### src/rtl/ar_r_channel_pkg.sv
// Shared definitions for the SRAM-to-AXI bridge: port IDs, fixed AXI3 AR fields,
// and the read-address FSM state type. The write-channel block imports this too.
package ar_r_channel_pkg;

  localparam logic [3:0] INST_ID  = 4'd0;
  localparam logic [3:0] DATA_ID  = 4'd1;
  localparam int         INST_IDX = 0;
  localparam int         DATA_IDX = 1;
  localparam int         NUM_PORTS = 2;

  // Every bridge transaction is a single beat, incrementing, normal access.
  localparam logic [7:0] AXI_LEN   = 8'd0;
  localparam logic [1:0] AXI_BURST = 2'b01;
  localparam logic [1:0] AXI_LOCK  = 2'b00;
  localparam logic [3:0] AXI_CACHE = 4'b0000;
  localparam logic [2:0] AXI_PROT  = 3'b000;

  typedef enum logic {
    AR_IDLE = 1'b0,
    AR_SEND = 1'b1
  } ar_state_t;

  function automatic logic [2:0] ar_size_of(input logic [1:0] sram_size);
    return {1'b0, sram_size};
  endfunction

endpackage

### src/rtl/ar_r_resp_reg.sv
// Per-port read-return register: tracks the port's single outstanding read,
// captures its R data and pulses data_ok the cycle after the final beat.
module ar_r_resp_reg #(
  parameter logic [3:0] PORT_ID = 4'd0
) (
  input  logic        clk,
  input  logic        reset,
  input  logic        set_pending,
  input  logic        r_fire,
  input  logic [3:0]  rid,
  input  logic [31:0] rdata,
  output logic        pending,
  output logic        data_ok,
  output logic [31:0] port_rdata
);

  logic        pending_reg;
  logic        data_ok_reg;
  logic [31:0] rdata_reg;
  logic        hit;

  // Beats for another ID, or for a port with nothing outstanding, are dropped.
  assign hit = r_fire & pending_reg & (rid == PORT_ID);

  always_ff @(posedge clk) begin
    if (reset) begin
      pending_reg <= 1'b0;
      data_ok_reg <= 1'b0;
      rdata_reg   <= 32'd0;
    end else begin
      data_ok_reg <= hit;
      if (hit) begin
        rdata_reg   <= rdata;
        pending_reg <= 1'b0;
      end else if (set_pending) begin
        pending_reg <= 1'b1;
      end
    end
  end

  assign pending    = pending_reg;
  assign data_ok    = data_ok_reg;
  assign port_rdata = rdata_reg;

endmodule

### src/rtl/ar_r_channel.sv
// Read half of the SRAM-to-AXI bridge: arbitrates inst/data read requests onto
// single-beat AXI3 AR transactions and routes R data back by ID.
module ar_r_channel (
  input  logic        clk,
  input  logic        reset,
  input  logic        inst_sram_req,
  input  logic        inst_sram_wr,
  input  logic [1:0]  inst_sram_size,
  input  logic [31:0] inst_sram_addr,
  output logic        inst_sram_addr_ok,
  output logic        inst_sram_data_ok,
  output logic [31:0] inst_sram_rdata,
  input  logic        data_sram_req,
  input  logic        data_sram_wr,
  input  logic [1:0]  data_sram_size,
  input  logic [31:0] data_sram_addr,
  output logic        data_sram_addr_ok,
  output logic        data_sram_data_ok,
  output logic [31:0] data_sram_rdata,
  input  logic        wr_busy,
  output logic [3:0]  arid,
  output logic [31:0] araddr,
  output logic [7:0]  arlen,
  output logic [2:0]  arsize,
  output logic [1:0]  arburst,
  output logic [1:0]  arlock,
  output logic [3:0]  arcache,
  output logic [2:0]  arprot,
  output logic        arvalid,
  input  logic        arready,
  input  logic [3:0]  rid,
  input  logic [31:0] rdata,
  input  logic [1:0]  rresp,
  input  logic        rlast,
  input  logic        rvalid,
  output logic        rready
);

  import ar_r_channel_pkg::*;

  ar_state_t   state_reg, state_next;
  logic [31:0] araddr_reg;
  logic [3:0]  arid_reg;
  logic [2:0]  arsize_reg;

  logic        grant_data, grant_inst;
  logic        data_elig, inst_elig;
  logic        ar_fire, r_fire;

  logic [NUM_PORTS-1:0] pending;
  logic [NUM_PORTS-1:0] set_pending;
  logic [NUM_PORTS-1:0] data_ok_vec;
  logic [31:0]          rdata_vec [NUM_PORTS];

  // Error responses are not reported back to the SRAM ports.
  logic unused_rresp;
  assign unused_rresp = ^rresp;

  // Data reads must not overtake a write still in flight on the write channel.
  assign data_elig = data_sram_req & ~data_sram_wr & ~pending[DATA_IDX] & ~wr_busy;
  assign inst_elig = inst_sram_req & ~inst_sram_wr & ~pending[INST_IDX];

  always_comb begin
    state_next = state_reg;
    grant_data = 1'b0;
    grant_inst = 1'b0;
    case (state_reg)
      AR_IDLE: begin
        if (!reset) begin
          if (data_elig) begin
            grant_data = 1'b1;
          end else if (inst_elig) begin
            grant_inst = 1'b1;
          end
          if (grant_data || grant_inst) begin
            state_next = AR_SEND;
          end
        end
      end
      AR_SEND: begin
        if (arready) begin
          state_next = AR_IDLE;
        end
      end
      default: state_next = AR_IDLE;
    endcase
  end

  always_ff @(posedge clk) begin
    if (reset) begin
      state_reg  <= AR_IDLE;
      araddr_reg <= 32'd0;
      arid_reg   <= 4'd0;
      arsize_reg <= 3'd0;
    end else begin
      state_reg <= state_next;
      if (grant_data) begin
        araddr_reg <= data_sram_addr;
        arid_reg   <= DATA_ID;
        arsize_reg <= ar_size_of(data_sram_size);
      end else if (grant_inst) begin
        araddr_reg <= inst_sram_addr;
        arid_reg   <= INST_ID;
        arsize_reg <= ar_size_of(inst_sram_size);
      end
    end
  end

  assign ar_fire = (state_reg == AR_SEND) & arready;
  assign rready  = |pending;
  assign r_fire  = rvalid & rready & rlast;

  generate
    for (genvar gi = 0; gi < NUM_PORTS; gi++) begin : g_resp
      assign set_pending[gi] = ar_fire & (arid_reg == 4'(gi));

      ar_r_resp_reg #(
        .PORT_ID(4'(gi))
      ) u_resp (
        .clk        (clk),
        .reset      (reset),
        .set_pending(set_pending[gi]),
        .r_fire     (r_fire),
        .rid        (rid),
        .rdata      (rdata),
        .pending    (pending[gi]),
        .data_ok    (data_ok_vec[gi]),
        .port_rdata (rdata_vec[gi])
      );
    end
  endgenerate

  assign inst_sram_addr_ok = grant_inst;
  assign data_sram_addr_ok = grant_data;
  assign inst_sram_data_ok = data_ok_vec[INST_IDX];
  assign data_sram_data_ok = data_ok_vec[DATA_IDX];
  assign inst_sram_rdata   = rdata_vec[INST_IDX];
  assign data_sram_rdata   = rdata_vec[DATA_IDX];

  assign arvalid = (state_reg == AR_SEND);
  assign araddr  = araddr_reg;
  assign arid    = arid_reg;
  assign arsize  = arsize_reg;
  assign arlen   = AXI_LEN;
  assign arburst = AXI_BURST;
  assign arlock  = AXI_LOCK;
  assign arcache = AXI_CACHE;
  assign arprot  = AXI_PROT;

endmodule

### config.mk
export PLATFORM = sky130hd
export DESIGN_NAME = ar_r_channel
export DESIGN_NICKNAME = d
export VERILOG_FILES = /design/src/rtl/ar_r_channel_pkg.sv /design/src/rtl/ar_r_resp_reg.sv /design/src/rtl/ar_r_channel.sv
export SDC_FILE = /design/constraint.sdc
export NUM_CORES = 1
export LEC_CHECK = 0
export ABC_AREA = 0
export CAP_MARGIN = 0
export CORE_MARGIN = 3
export CORE_UTILIZATION = 41
export CTS_BUF_LIST = sky130_fd_sc_hd__clkbuf_4
export DETAILED_ROUTE_END_ITERATION = 6
export HOLD_SLACK_MARGIN = 0.12
export PLACE_DENSITY = 0.83
export SLEW_MARGIN = 20
export SYNTH_ARGS = -nofsm -noshare
export SYNTH_HDL_FRONTEND = slang
export SYNTH_SLANG_ARGS = --single-unit
### constraint.sdc
create_clock -name clk -period 2.6 [get_ports clk]
set_input_delay 0.52 -clock clk [delete_from_list [all_inputs] [get_ports clk]]
set_output_delay 0.52 -clock clk [all_outputs]
set_load 0.01 [all_outputs]
==> results of run 1 <==
[power by group through the flow]
| stage | registers (µW) | logic [µW] | clock network, µW |
|---|---|---|---|
| after floorplan | 1700 | 228 | 0 |
| after global placement | 1680 | 521 | 0 |
| after detailed placement | 1680 | 528 | 0 |
| after CTS | 1650 | 531 | 868 |
| after global routing | 1660 | 569 | 923 |
| final | 1650 | 530 | 851 |
[cells by family after synthesis]
| family | count (synthesis) | synth area share |
|---|---|---|
| simple gates | 150 | 0.1713 |
| other cells | 2 | 0.001607 |
| flops | 104 | 0.4454 |
| buf+inv | 90 | 0.09770 |
| compound gates | 202 | 0.2840 |
[cells in the final DEF, fill, tap and decap left out]
cell	instances
buf_4	21
o31ai_1	1
or4b_4	1
clkbuf_4	9
nand3_1	98
clkdlybuf4s50_1	215
clkbuf_2	1
bufinv_16	1
nor4bb_4	1
and3b_2	1
nor3_1	36
nor4b_4	1
o21ai_1	41
a211oi_1	2
a31oi_1	2
dfxtp_1	104
or3b_1	1
a221oi_1	1
and3_1	1
or4b_1	1
clkinv_2	3
nor2_1	2
a21oi_1	64
o21ai_0	57
clkinv_4	2
inv_6	1
a311oi_2	28
or2_2	3
conb_1	23
nand3b_1	1
nor3b_4	1
nand4bb_1	1
dlygate4sd2_1	1
inv_2	1
inv_1	1
nor2_2	1
buf_12	2
a311oi_1	6
[what timing repair did]
item                       4_1_cts  5_1_grt
setup buffers                    0        0
gates resized for setup          3        2
setup endpoints to repair        2        2
gates cloned                     0        0
[through the flow]
step / setup slack (ns) / hold slack (ns)
after floorplan: 0.3569 / 0.4984
after global placement: -0.2829 / 0.4626
after detailed placement: -0.2747 / 0.4708
after CTS: 0.01643 / 0.4913
after global routing: 0.002725 / 0.5037
final: 0.03900 / 0.4893
[per-layer routing]
| metal | track usage | vias to the layer above | part of all wire |
|---|---|---|---|
| met3 | 0.07005 | 29 | 0.099 |
| met2 | 0.4096 | 267 | 0.49 |
| met5 | 0 | - | 0 |
| li1 | - | 2349 | - |
| met4 | 0.09535 | 0 | 0.021 |
| met1 | 0.2784 | 2316 | 0.39 |
[worst max path at each step]
stage | slack [ns] | end | from | cells after the start
6_report | 0.04 | inst_sram_addr_ok | wr_busy | 5
4_1_cts | 0.02 | data_sram_addr_ok | data_sram_wr | 5
3_3_place_gp | -0.28 | data_sram_addr_ok | wr_busy | 5
5_1_grt | 0.003 | inst_sram_addr_ok | data_sram_wr | 5
3_5_place_dp | -0.27 | data_sram_addr_ok | data_sram_wr | 5
2_1_floorplan | 0.36 | data_sram_addr_ok | data_sram_wr | 6
[area by class of cell]
class | instances | area share
Clock inverter | 7 | 0.01016
Inverter | 2 | 0.001070
Tap cell | 140 | 0.02496
Multi-Input combinational cell | 375 | 0.3209
Clock buffer | 9 | 0.009626
Sequential cell | 104 | 0.2966
Timing Repair Buffer | 240 | 0.3367
[worst min-delay path, stage by stage, from the launching register on]
cell     delay (ns)
dfxtp_1        0.34
o21ai_0        0.06
a21oi_1        0.06
==> results.json, run 1 <==
{
  "yosysTopAreaCell": "dfxtp_1",
  "path_cells": "clkdlybuf4s50_1 > or4b_4 > buf_4 > and3_1 > dlygate4sd2_1",
  "fin_crit_sh": 0.9850,
  "grt_setup_unrepaired": "false",
  "grt_use_total": 0.2383,
  "tightest_slew_ns": 0.8211,
  "cts_sinks": 104,
  "powerDensity_nw_per_um2": 432.0,
  "fp.dieH_um": 112.8,
  "intPower_uw": 2201,
  "htreeDepth": 3,
  "min_path_cells": 2,
  "swShare": 0.2740,
  "yosysWarnings": 0,
  "peakVddDrop_v": 0.0002399,
  "synthDominantCellAreaShare": 0.4454,
  "syn_inst": 548,
  "grt_overflow": 0,
  "status": "complete, no violations",
  "grt_start_max_net_pins": 70,
  "drt_pass1_iterations": 5,
  "crit_type": "in -> out",
  "synth.area.top_cells": "dfxtp_1, nand3_1, a311oi_2",
  "root_buffer": "clkbuf_4",
  "fp.dieArea_um2": 12720,
  "ios": 244,
  "rows": 38,
  "maxCapViolCount": 0,
  "yosysSeqAreaShare": 0.4454,
  "relSlewSlack": 0.4526,
  "clkLatencyLatePin_ns": 0.46,
  "multiInputGateArea_um2": 2252,
  "slew_violations": 0,
  "dp_hpwl_um": 10940,
  "reg2reg_to": "arsize[0]",
  "drive_gt1_frac": 0.1058,
  "syn_to_final_growth_pct": 50.16,
  "finalCoreUtilization": 0.6391,
  "dp.cells": 861,
  "tns_ns": 0,
  "synth_area_um2": 4674,
  "synth_edf_count": 0,
  "ys_seq_elements": 104,
  "numCtsBuffers": 9,
  "clock_skew_ns": 0.01748,
  "cts_tree": "done",
  "crit_arrival_ns": 2.04,
  "largest_reg_flops": 64,
  "clock_path_buffers": 2,
  "antenna_found_initial": 0,
  "drtAntennaViolNets": 0,
  "critical_path.max_stage_delay_ns": 0.49,
  "port_buffers": 218,
  "layout.cells.non_filler": 877,
  "hp-start": "g_resp[1].u_resp.port_rdata[29]",
  "cp-end-kind": "primary output",
  "pwr-share-comb": 0.175,
  "hold_class": "reg -> reg",
  "core_area_um2": 10980,
  "rr_worst_depth": 4,
  "hold_viol": 0,
  "grt_pass1_wl_um": 24740,
  "synthTopCellsByCount": "dfxtp_1, nand3_1, a21oi_1",
  "diodes": 0,
  "ff2ff_setup_slack_ns": 0.70,
  "die_x_um": 112.8,
  "start_util": 0.4256,
  "setup_violations": 0,
  "async_reset_ff_frac": 0,
  "avgSynthCellArea_um2": 8.530,
  "rr_startpoint": "g_resp[1].u_resp.pending",
  "fin_crit_ns": 2.561,
  "synth.distinct_cells": 32,
  "hold_buffers": 0,
  "ys.flop_type": "dfxtp_1",
  "cpLargestDelayFamily": "buffers and inverters",
  "synth_most_common_cell": "dfxtp_1",
  "path_buf_inv": 3,
  "placed_cell_area_um2": 6883,
  "cts.clk_slew.worst_paths_ns": 0.16,
  "grt_pass1_vias": 5015,
  "worstPathRequired_ns": 2.08,
  "via_per_inst": 5.657,
  "leakagePower_uw": 0.002243,
  "start_kind": "input pin",
  "nFillCells": 966,
  "seqCellArea_um2": 2082,
  "power.net_switching_uw": 831.0,
  "vias": 4961,
  "routed_wl_um": 15670,
  "dr.first_iter.drc_count": 469,
  "min_to": "g_resp[1].u_resp.port_rdata[29]",
  "drc": 0,
  "report.power.total_uw": 3032,
  "pwr-share-clk": 0.281,
  "path_max_fanout": 2,
  "seqPwrFrac": 0.544,
  "num-nets-final": 848,
  "gp_congestion": 0.8496,
  "final_area_um2": 7019,
  "max_clock_freq_mhz": 390.5,
  "wl_per_cell_um": 17.87,
  "slowest_stage": "or4b_4"
}
Power figures use the tool's default switching activity.
==> run 2, diff against run 1 <==
Settings changed: REMOVE_ABC_BUFFERS from default to 1, SKIP_CTS_REPAIR_TIMING from default to 1.
==> run 2 against run 1 <==
Net effect:
- setup slack better by 0.042 ns
- clock power fell by 8.8%
- cell area fell by 0.70%
- sequential power about the same
- critical path type unchanged
- largest power group unchanged
==> results.json, run 2 (synthesized netlist as in run 1, its figures left out) <==
{
  "status": "complete, no violations",
  "clock_path_buffers": 2,
  "reg2reg_to": "araddr[3]",
  "antenna_found_initial": 0,
  "fin_crit_sh": 0.9687,
  "nFillCells": 901,
  "drc": 0,
  "crit_arrival_ns": 2.00,
  "powerDensity_nw_per_um2": 424.6,
  "grt_pass1_wl_um": 24140,
  "rows": 38,
  "num-nets-final": 842,
  "dr.first_iter.drc_count": 453,
  "diodes": 0,
  "via_per_inst": 5.758,
  "crit_type": "in -> out",
  "fp.dieH_um": 112.8,
  "max_clock_freq_mhz": 397.0,
  "ios": 244,
  "slowest_stage": "or4b_4",
  "hp-start": "g_resp[0].u_resp.port_rdata[14]",
  "drt_pass1_iterations": 5,
  "leakagePower_uw": 0.002229,
  "start_kind": "input pin",
  "grt_overflow": 0,
  "start_util": 0.4256,
  "core_area_um2": 10980,
  "setup_ws_ns": 0.08135,
  "mostFrequentLayoutCells": "clkdlybuf4s50_1, dfxtp_1, nand3_1",
  "clock_skew_ns": 0.01844,
  "grt_pass1_vias": 4743,
  "htreeDepth": 3,
  "place_ws_ns": -0.3505,
  "path_cells": "clkdlybuf4s50_1 > or4b_4 > or2_2 > inv_2 > dlymetal6s2s_1",
  "grt_setup_unrepaired": "false",
  "cts.clk_slew.worst_paths_ns": 0.15,
  "grt_use_total": 0.2297,
  "drive_gt1_frac": 0.09713,
  "layout_commonest_cell": "clkdlybuf4s50_1",
  "maxCapViolCount": 0,
  "finalCoreUtilization": 0.6347,
  "fp.dieArea_um2": 12720,
  "cts_sinks": 104,
  "cts_tree": "done",
  "dp.cells": 855,
  "fin_crit_ns": 2.519,
  "tightest_slew_ns": 0.6767,
  "cp-end-kind": "primary output",
  "routed_wl_um": 15510,
  "drtAntennaViolNets": 0,
  "port_buffers": 218,
  "slew_violations": 0,
  "ff2ff_setup_slack_ns": 0.67,
  "layout.cells.non_filler": 871,
  "grt_start_max_net_pins": 70,
  "numCtsBuffers": 9,
  "rr_worst_depth": 4,
  "report.power.total_uw": 2960,
  "hold_class": "reg -> reg",
  "critical_path.max_stage_delay_ns": 0.54,
  "min_path_cells": 2,
  "wl_per_cell_um": 17.81,
  "dp_hpwl_um": 10590,
  "syn_to_final_growth_pct": 49.12,
  "rr_startpoint": "g_resp[1].u_resp.pending",
  "min_to": "g_resp[0].u_resp.port_rdata[14]",
  "hold_viol": 0,
  "gp_congestion": 0.8207,
  "die_x_um": 112.8,
  "path_max_fanout": 3,
  "root_buffer": "clkbuf_4",
  "whs_ns": 0.4888,
  "worstPathRequired_ns": 2.08,
  "clkLatencyLatePin_ns": 0.45,
  "relSlewSlack": 0.5489,
  "setup_violations": 0,
  "vias": 5015,
  "peakVddDrop_v": 0.0002428,
  "largest_reg_flops": 64
}
[run 2: changes by cell type in the layout (fill, tap and decap cells not counted), sizes merged]
cell,change
dlygate4sd2,-1
bufinv,-1
buf,-6
dlymetal6s2s,+2
clkinvlp,+1
clkbuf,-1
[run 2: report_power, final]
group / internal [µW] / switching (µW)
sequential: 1630 / 23.3
combinational: 275 / 256
clock: 206 / 570
total: 2110 / 849
[run 2: worst max path at each step]
stage,startpoint,to,slack [ns]
after floorplan,rid[2],g_resp[1].u_resp.pending,-0.78
after global placement,data_sram_wr,data_sram_addr_ok,-0.38
after CTS,data_sram_wr,data_sram_addr_ok,-0.37
final,data_sram_wr,data_sram_addr_ok,0.08
after global routing,data_sram_wr,data_sram_addr_ok,0.03
after detailed placement,data_sram_wr,data_sram_addr_ok,-0.35
[run 2: per-layer routing]
metal / routed length, µm / track usage
met4: 269 / 0.07772
met2: 7454 / 0.3776
met3: 1889 / 0.07914
met5: 0 / 0
met1: 5900 / 0.2819
[run 2: cell type report]
type / instances / area, µm² / area share
Clock buffer: 9 / 67.56 / 0.009693
Timing Repair Buffer: 234 / 2330 / 0.3342
Multi-Input combinational cell: 375 / 2252 / 0.3231
Sequential cell: 104 / 2082 / 0.2987
Tap cell: 140 / 175.2 / 0.02513
Clock inverter: 7 / 56.30 / 0.008078
Inverter: 2 / 7.507 / 0.001077
[run 2: worst max-delay path: cells and delay by family]
| family | cells | cell delay, ns |
|---|---|---|
| simple gates | 2 | 0.86 |
| buf+inv | 3 | 0.61 |
[run 2: through the flow]
| step | TNS [ns] | cell area [µm²] |
|---|---|---|
| after floorplan | -41.98 | 4304 |
| after global placement | -0.6059 | 6838 |
| after detailed placement | -0.5713 | 6838 |
| after CTS | -0.5951 | 6962 |
| after global routing | 0 | 6970 |
| final | 0 | 6970 |
==> run 3, diff against run 2 <==
Settings changed: GPL_TIMING_DRIVEN from default to 0.
==> run 3 against run 2 <==
Net effect:
- setup slack got worse by 0.037 ns
- clock skew fell by 0.00055 ns
- hold slack improved by 0.0016 ns
- routed wire length rose by 6.9%
- sequential cell count did not move
- maximum frequency fell by 1.4%
- die area did not move
- global-route usage rose by 0.30 points
- clock power rose by 12%
- register-to-register slack got worse by 0.22 ns
- final cell count rose by 1.7%
- critical path type unchanged
- critical endpoint unchanged
- largest power group unchanged
- highest routed layer unchanged
==> results.json, run 3 (synthesized netlist as in run 1, its figures left out) <==
{
  "finalCoreUtilization": 0.6606,
  "cp-end-kind": "primary output",
  "largest_reg_flops": 64,
  "tightest_slew_ns": 1.152,
  "fin_crit_sh": 0.9828,
  "power.net_switching_uw": 859.0,
  "dp.cells": 854,
  "slew_violations": 0,
  "reg2reg_to": "araddr[3]",
  "rr_worst_depth": 3,
  "fin_crit_ns": 2.555,
  "clock_path_buffers": 2,
  "core_area_um2": 10980,
  "pwr-share-clk": 0.280,
  "slowest_stage": "or2_4",
  "status": "complete, no violations",
  "start_kind": "input pin",
  "grt_start_max_net_pins": 60,
  "layout_commonest_cell": "clkdlybuf4s50_1",
  "leakagePower_uw": 0.002375,
  "diodes": 0,
  "intPower_uw": 2238,
  "path_cells": "clkbuf_8 > or2_4 > buf_12 > or2_4 > buf_12 > inv_4 > buf_6",
  "routed_wl_um": 16580,
  "num-nets-final": 857,
  "fp.dieH_um": 112.8,
  "relSlewSlack": 0.2321,
  "peakVddDrop_v": 0.0002932,
  "max_clock_freq_mhz": 391.3,
  "crit_type": "in -> out",
  "clkLatencyLatePin_ns": 0.45,
  "min_path_cells": 2,
  "start_util": 0.4256,
  "numCtsBuffers": 9,
  "crit_start": "reset",
  "swShare": 0.2774,
  "grt_pass1_wl_um": 24420,
  "grt_pass1_vias": 4848,
  "critical_path.max_stage_delay_ns": 0.42,
  "drt_pass1_iterations": 5,
  "cts_tree": "done",
  "hold_class": "reg -> reg",
  "hp-start": "g_resp[0].u_resp.port_rdata[0]",
  "root_buffer": "clkbuf_4",
  "cts.clk_slew.worst_paths_ns": 0.15,
  "mostFrequentLayoutCells": "clkdlybuf4s50_1, dfxtp_1, nand3_1",
  "rows": 38,
  "maxCapViolCount": 0,
  "rr_startpoint": "g_resp[0].u_resp.pending",
  "port_buffers": 218,
  "clock_skew_ns": 0.01789,
  "via_per_inst": 5.799,
  "wl_per_cell_um": 18.71,
  "layout.cells.non_filler": 886,
  "fp.dieArea_um2": 12720,
  "cts_sinks": 104,
  "pwr-share-comb": 0.187,
  "crit_arrival_ns": 2.04,
  "setup_violations": 0,
  "worstPathRequired_ns": 2.08,
  "path_max_fanout": 60,
  "dp_hpwl_um": 11030,
  "powerDensity_nw_per_um2": 426.9,
  "drive_gt1_frac": 0.1220,
  "drtAntennaViolNets": 0,
  "dr.first_iter.drc_count": 545,
  "die_x_um": 112.8,
  "gp_congestion": 0.8021,
  "grt_use_total": 0.2327,
  "ff2ff_setup_slack_ns": 0.45,
  "htreeDepth": 3,
  "grt_overflow": 0,
  "vias": 5138,
  "min_to": "g_resp[0].u_resp.port_rdata[0]",
  "antenna_found_initial": 0,
  "grt_setup_unrepaired": "false",
  "ios": 244,
  "syn_to_final_growth_pct": 55.22,
  "hold_viol": 0,
  "drc": 0,
  "seqPwrFrac": 0.533
}
run 3: changes by cell type in the layout (fill, tap and decap cells not counted), moves of 2 or more:
cell	before	now
dfxtp_1	104	102
clkdlybuf4s50_1	215	212
or2_4	0	2
buf_6	0	6
dlymetal6s2s_1	2	4
or4b_2	0	3
buf_8	0	3
buf_16	0	2
run 3: per-stage QoR:
| step | power (µW) | setup WS, ns | setup TNS, ns | hold slack, ns | instance area [µm²] |
|---|---|---|---|---|---|
| 2_1_floorplan | 1852 | -0.7807 | -41.98 | 0.4921 | 4304 |
| 4_1_cts | 3092 | -1.315 | -2.403 | 0.4433 | 7084 |
| 3_3_place_gp | 2180 | -5.534 | -344.09 | 0.4608 | 6661 |
| 3_5_place_dp | 2229 | -1.300 | -18.22 | 0.4714 | 6938 |
| 6_report | 3097 | 0.04462 | 0 | 0.4904 | 7256 |
| 5_1_grt | 3215 | 0.008789 | 0 | 0.5104 | 7256 |
run 3: final cells by class:
cell class,instances,area (µm²)
clock buffer,9,67.56
clock inverter,7,78.83
fill,871,3727
inverter,2,10.01
multi-input combinational,378,2293
sequential,104,2087
tap,140,175.2
timing repair buffer,246,2544
run 3: how the worst max path moves through the flow:
stage / slack (ns) / depth (start not counted) / endpoint
after global routing: 0.009 / 5 / data_sram_addr_ok
final: 0.04 / 7 / data_sram_addr_ok
after global placement: -5.53 / 5 / data_sram_addr_ok
after detailed placement: -1.30 / 6 / data_sram_addr_ok
after floorplan: -0.78 / 2 / g_resp[1].u_resp.pending
after CTS: -1.32 / 5 / data_sram_addr_ok
run 3: power groups by stage:
stage / Clock, µW / Sequential [µW] / Combinational, µW
3_5_place_dp: 0 / 1680 / 546
3_3_place_gp: 0 / 1680 / 498
5_1_grt: 947 / 1660 / 611
6_report: 867 / 1650 / 578
2_1_floorplan: 0 / 1700 / 155
4_1_cts: 891 / 1650 / 550
run 3: worst max-delay path: cells and delay by family:
family	cells	cell delay, ns
buffers and inverters	5	0.76
and+or+nand+nor	2	0.69
run 3: layer usage:
metal  share of wire  track usage  vias to the layer above  routed length (µm)
met5               0            0                        -                   0
met1            0.38       0.2720                     2450                6350
li1                -            -                     2375                   -
met4           0.021      0.08974                        0                 355
met3            0.11      0.08449                       29                1832
met2            0.48       0.3898                      284                8038
